===== config.mk =====
export PLATFORM = sky130hd
export DESIGN_NAME = tt_um_jimktrains_vslc_spi_fetch
export DESIGN_NICKNAME = d
export VERILOG_FILES = /design/src/rtl/tt_um_jimktrains_vslc_spi_fetch.sv
export SDC_FILE = /design/constraint.sdc
export NUM_CORES = 1
export LEC_CHECK = 0
export BUFFER_PORTS_ARGS = -buffer_cell sky130_fd_sc_hd__buf_2
export CORE_ASPECT_RATIO = 2
export CORE_MARGIN = 1.5
export CORE_UTILIZATION = 50
export DETAILED_ROUTE_END_ITERATION = 8
export PLACE_DENSITY = 0.71
export SLEW_MARGIN = 25
export SYNTH_ARGS = -nofsm -noshare
export SYNTH_HDL_FRONTEND = slang
export SYNTH_SLANG_ARGS = --single-unit

===== constraint.sdc =====
create_clock -name clk -period 5 [get_ports clk]
set_input_delay 0.75 -clock clk [delete_from_list [all_inputs] [get_ports clk]]
set_output_delay 0.75 -clock clk [all_outputs]
set_load 0.01 [all_outputs]

===== src/rtl/tt_um_jimktrains_vslc_spi_fetch.sv =====
// SPI program-fetch stage: endless sequential READ from a 25xx EEPROM, one byte per 16 clocks.
// Define VSLC_SPI_FETCH_FAST_READ_EN to use FAST_READ (0x0B) with an 8-bit dummy phase.
module tt_um_jimktrains_vslc_spi_fetch #(
  parameter int ADDR_W = 16
) (
  input  logic              clk,
  input  logic              rst,
  input  logic              restart,
  input  logic [ADDR_W-1:0] start_addr,
  input  logic              hold_n,
  input  logic              cipo,
  output logic              sclk,
  output logic              copi,
  output logic              cs_n,
  output logic              sd_oe,
  output logic              byte_valid,
  output logic [7:0]        data,
  output logic [ADDR_W-1:0] byte_addr,
  output logic [3:0]        bit_counter
);

  localparam int TX_W  = (ADDR_W > 8) ? ADDR_W : 8;
  localparam int CNT_W = $clog2(TX_W);

`ifdef VSLC_SPI_FETCH_FAST_READ_EN
  localparam logic [7:0] READ_CMD = 8'h0B;
`else
  localparam logic [7:0] READ_CMD = 8'h03;
`endif

  typedef enum logic [2:0] {
    S_IDLE,
    S_GAP,
    S_CMD,
    S_ADDR,
`ifdef VSLC_SPI_FETCH_FAST_READ_EN
    S_DUMMY,
`endif
    S_DATA
  } state_t;

  state_t            r_state;
  state_t            w_state_next;
  logic              r_phase;
  logic [CNT_W-1:0]  r_bit;
  logic              r_gap;
  logic [TX_W-1:0]   r_tx;
  logic [6:0]        r_rx;
  logic [ADDR_W-1:0] r_addr;
  logic [7:0]        r_data;
  logic [ADDR_W-1:0] r_byte_addr;
  logic              r_byte_valid;

  logic w_active;
  logic w_abort;
  logic w_step;
  logic w_bit_end;
  logic w_last8;
  logic w_last_addr;
  logic w_gap_done;
  logic w_load;

  always_comb begin
    w_active = (r_state != S_IDLE) && (r_state != S_GAP);
  end

  assign w_abort     = restart & w_active;
  assign w_step      = w_active & hold_n & ~restart;
  assign w_bit_end   = w_step & r_phase;
  assign w_last8     = (r_bit == CNT_W'(7));
  assign w_last_addr = (r_bit == CNT_W'(ADDR_W - 1));
  assign w_gap_done  = (r_state == S_GAP) & ~restart & r_gap;
  assign w_load      = (r_state == S_IDLE) | w_gap_done;

  always_ff @(posedge clk or posedge rst) begin
    if (rst) begin
      r_state <= S_IDLE;
    end else begin
      r_state <= w_state_next;
    end
  end

  always_comb begin
    w_state_next = r_state;
    if (w_abort) begin
      w_state_next = S_GAP;
    end else begin
      case (r_state)
        S_IDLE: w_state_next = S_CMD;
        S_GAP:  if (w_gap_done) w_state_next = S_CMD;
        S_CMD:  if (w_bit_end && w_last8) w_state_next = S_ADDR;
`ifdef VSLC_SPI_FETCH_FAST_READ_EN
        S_ADDR:  if (w_bit_end && w_last_addr) w_state_next = S_DUMMY;
        S_DUMMY: if (w_bit_end && w_last8) w_state_next = S_DATA;
`else
        S_ADDR:  if (w_bit_end && w_last_addr) w_state_next = S_DATA;
`endif
        S_DATA: w_state_next = S_DATA;
        default: w_state_next = S_IDLE;
      endcase
    end
  end

  // Bit phase 0 drives sclk low (copi updates), phase 1 drives it high; a bit ends leaving phase 1.
  always_ff @(posedge clk or posedge rst) begin
    if (rst) begin
      r_phase      <= 1'b0;
      r_bit        <= '0;
      r_gap        <= 1'b0;
      r_tx         <= '0;
      r_rx         <= '0;
      r_addr       <= '0;
      r_data       <= '0;
      r_byte_addr  <= '0;
      r_byte_valid <= 1'b0;
    end else begin
      r_byte_valid <= 1'b0;
      if (w_abort) begin
        r_phase <= 1'b0;
        r_bit   <= '0;
        r_gap   <= 1'b0;
      end else if (r_state == S_GAP) begin
        r_gap <= ~restart & ~r_gap;
      end

      if (w_load) begin
        r_addr  <= start_addr;
        r_tx    <= TX_W'(READ_CMD) << (TX_W - 8);
        r_phase <= 1'b0;
        r_bit   <= '0;
      end else if (w_step) begin
        r_phase <= ~r_phase;
        if (r_phase) begin
          case (r_state)
            S_CMD: begin
              if (w_last8) begin
                r_bit <= '0;
                r_tx  <= TX_W'(r_addr) << (TX_W - ADDR_W);
              end else begin
                r_bit <= r_bit + 1'b1;
                r_tx  <= r_tx << 1;
              end
            end
            S_ADDR: begin
              if (w_last_addr) begin
                r_bit <= '0;
                r_tx  <= '0;
              end else begin
                r_bit <= r_bit + 1'b1;
                r_tx  <= r_tx << 1;
              end
            end
`ifdef VSLC_SPI_FETCH_FAST_READ_EN
            S_DUMMY: begin
              r_bit <= w_last8 ? '0 : r_bit + 1'b1;
            end
`endif
            S_DATA: begin
              r_rx <= {r_rx[5:0], cipo};
              if (w_last8) begin
                r_bit        <= '0;
                r_data       <= {r_rx, cipo};
                r_byte_addr  <= r_addr;
                r_addr       <= r_addr + 1'b1;
                r_byte_valid <= 1'b1;
              end else begin
                r_bit <= r_bit + 1'b1;
              end
            end
            default: r_bit <= r_bit;
          endcase
        end
      end
    end
  end

  always_comb begin
    cs_n        = ~w_active;
    sclk        = r_phase;
    sd_oe       = 1'b0;
    copi        = 1'b0;
    bit_counter = {1'b0, r_bit[2:0]};
    case (r_state)
      S_CMD, S_ADDR: begin
        sd_oe = 1'b1;
        copi  = r_tx[TX_W-1];
      end
`ifdef VSLC_SPI_FETCH_FAST_READ_EN
      S_DUMMY: sd_oe = 1'b1;
`endif
      S_DATA: bit_counter = {1'b1, r_bit[2:0]};
      default: sd_oe = 1'b0;
    endcase
  end

  assign byte_valid = r_byte_valid;
  assign data       = r_data;
  assign byte_addr  = r_byte_addr;

endmodule


==> flow_metrics.py <==
metrics = {
    "layout": {
        "drive_gt1_share_pct": 22.7,
        "final_cell_mix": "nand2_1 (75), dfrtp_1 (73), buf_2 (53)",
        "utilization_pct": 60.3,
        "diodes": 0,
        "fin_nets": 432,
        "layout_commonest_cell": "nand2_1",
        "synthToLayoutAreaGrowth_pct": 16.4,
        "fillers": 619,
    },
    "global_routing": {
        "track_usage_pct": 22.7,
        "grt_max_degree": 48,
        "grt_first_pass_wirelength_mm": 13.4,
        "grt-ovfl-total": 0,
        "grt_pass1_vias": 2768,
        "antenna_found_initial": 0,
    },
    "critical_path": {
        "r2r-start": "r_state[0]",
        "crit_path_max_fanout": 47,
        "critPathKind": "input port to flop",
        "crit_path_max_incr_delay_ns": 0.53,
        "cp-end-kind": "flop",
        "r2r_cells": 6,
        "start_kind": "input port",
        "regToRegSetupSlack_ns": 2.36,
        "required_ns": 5.21,
        "path_cells": "buf_2 -> and3b_1 -> nand3_1 -> buf_4 -> inv_2 -> mux2_2 -> a221o_1",
        "slowest_stage": "inv_2",
        "r2r-end": "r_addr[11]",
        "arrival_ns": 2.85,
    },
    "routing": {
        "post-route-drc-count": 0,
        "ant_nets": 0,
        "wl_per_cell_um": 16.5,
        "drtPass1Iterations": 4,
        "initialDrtViolationCount": 226,
        "routed_wirelength_mm": 8.31,
        "via_per_inst": 5.80,
        "via_count": 2925,
    },
    "logic_synthesis": {
        "synth_top_family_by_area": "simple AND/OR/NAND/NOR gates",
        "ys_seq_area_share_pct": 50.4,
        "synth-adder-area-share_pct": 0.691,
        "synthXorXnorAreaFrac_pct": 0.242,
        "synth_ff_type": "dfrtp_1",
        "synthDistinctLibCells": 55,
        "yosys.area_share.simple_pct": 18.3,
        "synth.ff_latch_count": 73,
        "synth_compound_area_share_pct": 15.8,
        "synthMuxAreaShare_pct": 9.50,
        "syn-num-nets": 390,
        "synth-edff-count": 0,
        "synthCells": 367,
        "async_reset_ff_share_pct": 100,
        "syn_area_um2": 3620,
        "avgSynthCellArea_um2": 9.87,
        "synth_warnings": 0,
    },
    "clock_network": {
        "hold_buffers": 0,
        "cts_num_sinks": 73,
        "cts_buffer_depth": 2,
        "cts_tree": "built",
        "insertion_delay_ns": 0.33,
        "path_clk_slew_ns": 0.06,
        "cts_resized": 0,
        "post_cts_buffers": 0,
        "root_buffer": "clkbuf_16",
        "htree_levels": 3,
        "cts_made_buffers": 9,
    },
    "hold_path": {
        "hp-class": "flop to flop",
        "min_from": "data[1]",
        "holdPathStages": 2,
        "worstHoldEndpoint": "data[1]",
    },
    "sta": {
        "worst_clock_skew_ns": 0.00500,
        "rsz0062_at_grt": "false",
        "fmax_ghz": 0.378,
        "hold_viol": 0,
        "slew_violations": 0,
        "fin_tns_setup_ns": 0,
        "period_share_pct": 52.8,
        "period_needed_ns": 2.64,
        "setup_violations": 0,
        "max-slew-margin-rel_pct": 37.0,
        "worst_slew_pin_slew_ns": 0.942,
    },
    "job": {
        "maxCapViolations": 0,
    },
    "floorplan": {
        "row_count": 43,
        "die_w_um": 63.2,
        "core_area_um2": 6990,
        "die_y_um": 123,
        "io_pins": 54,
        "die-area_um2": 7800,
        "start_util_pct": 51.8,
    },
    "power_and_ir_drop": {
        "clkPwrFrac_pct": 33.7,
        "p_leak_nw": 2.10,
        "pwr_density_cell_nw_per_um2": 457,
        "p_comb_share_pct": 21.9,
        "swShare_pct": 34.3,
        "p_switching_w": 0.000662,
        "p_int_w": 0.00127,
        "peakVddDrop_uv": 331,
        "seq_power_share_pct": 44.4,
    },
    "status": {
        "status": "completed",
    },
    "placement": {
        "gp_congestion": 0.814,
        "place_hpwl_mm": 5.92,
        "port_buffers": 53,
    },
}
sequential cells by signal, indices dropped and copies added (netlist names):
register and count:
r_tx 16, r_state 3, r_rx 7, byte_addr 16
data 8, sclk 1, r_bit 4, byte_valid 1
r_gap 1, r_addr 16
metrics by stage:
stage	worst slack (ns)	power (W)	instance area, µm²	hold WS, ns	std cells
6_report	2.36	0.00193	4220	0.468	504
5_1_grt	2.18	0.00203	4220	0.494	504
4_1_cts	2.36	0.00194	4220	0.473	504
3_5_place_dp	2.00	0.00128	3910	0.460	488
3_3_place_gp	2.06	0.00127	3910	0.455	488
2_1_floorplan	2.40	0.00114	3620	0.433	367
cells in the mapped netlist (2+ instances only):
library cell | n | area (µm²)
mux2i_1 | 22 | 220
a32oi_1 | 2 | 17.5
or2_2 | 3 | 18.8
clkbuf_1 | 11 | 41.3
nor2b_1 | 2 | 12.5
and3b_1 | 2 | 17.5
o21a_1 | 2 | 15.0
a21oi_1 | 5 | 25.0
a22oi_1 | 3 | 22.5
a21o_1 | 3 | 22.5
or4_1 | 2 | 15.0
buf_2 | 8 | 40.0
a221o_1 | 5 | 50.1
a31oi_1 | 3 | 18.8
a211oi_1 | 2 | 15.0
mux2_2 | 11 | 124
nor3_1 | 9 | 45.0
nand2_1 | 75 | 282
nor4_1 | 5 | 31.3
nor2_1 | 13 | 48.8
buf_4 | 3 | 22.5
o211ai_1 | 3 | 22.5
dfrtp_1 | 73 | 1830
a22o_1 | 2 | 17.5
o31ai_1 | 5 | 37.5
a32o_1 | 2 | 20.0
ha_1 | 2 | 25.0
o22ai_1 | 4 | 25.0
o32ai_1 | 2 | 17.5
nand4_1 | 3 | 18.8
o21ai_0 | 15 | 75.1
buf_1 | 3 | 11.3
o2bb2ai_1 | 12 | 105
or3_1 | 2 | 12.5
nand3b_1 | 2 | 15.0
nand3_1 | 12 | 60.1
inv_1 | 16 | 60.1
critical path: cells and delay by family:
kind                   cells  cell delay, ns
AOI/OAI and AO/OA          1            0.29
buffers and inverters      3            0.98
muxes                      1            0.41
and+or+nand+nor            2            0.41
routing by layer:
metal	GRT usage, %	part of all wire [%]	up-vias	routed length (µm)
li1	-	-	1406	-
met1	24.2	40	1420	3290
met2	40.3	54	80	4470
met3	4.91	3.7	19	306
met4	14.3	2.9	0	239
met5	0	0	-	0
how the worst max path moves through the flow:
stage                    start           end  slack (ns)  cells after the start
finish                 restart    r_addr[11]        2.36                      7
global route        r_state[0]    r_addr[11]        2.18                      6
CTS                 r_state[0]    r_addr[11]        2.36                      6
detailed placement     restart    r_addr[11]        2.00                      7
global placement       restart    r_addr[11]        2.06                      7
floorplan                  rst  byte_addr[0]        2.40                      1
power by group through the flow:
stage | Clock (W) | Combinational [W] | Sequential [W]
after CTS | 0.000662 | 0.000424 | 0.000853
after global placement | 0 | 0.000411 | 0.000859
final | 0.000650 | 0.000422 | 0.000858
after global routing | 0.000693 | 0.000467 | 0.000873
after floorplan | 0 | 0.000362 | 0.000782
after detailed placement | 0 | 0.000423 | 0.000861
layout make-up:
cell class,instances,area (µm²),area share [%]
flip-flops and latches,73,1830,43.3
clock buffers,12,256,6.08
clock inverters,4,51.3,1.22
inverters,17,63.8,1.51
repair buffers,57,295,7.00
well taps,90,113,2.67
multi-input cells,251,1610,38.2
kinds of logic (layout without fill, tap and decap cells):
family	Yosys count	after routing
AND/OR/NAND/NOR	138	138
AO/OA/AOI/OAI	77	77
multiplexers	33	33
XOR/XNOR	1	1
buffers and inverters	43	90
flip-flops	73	73
adder cells (fa/ha/maj)	2	2
(Power assumes the default switching activity.)
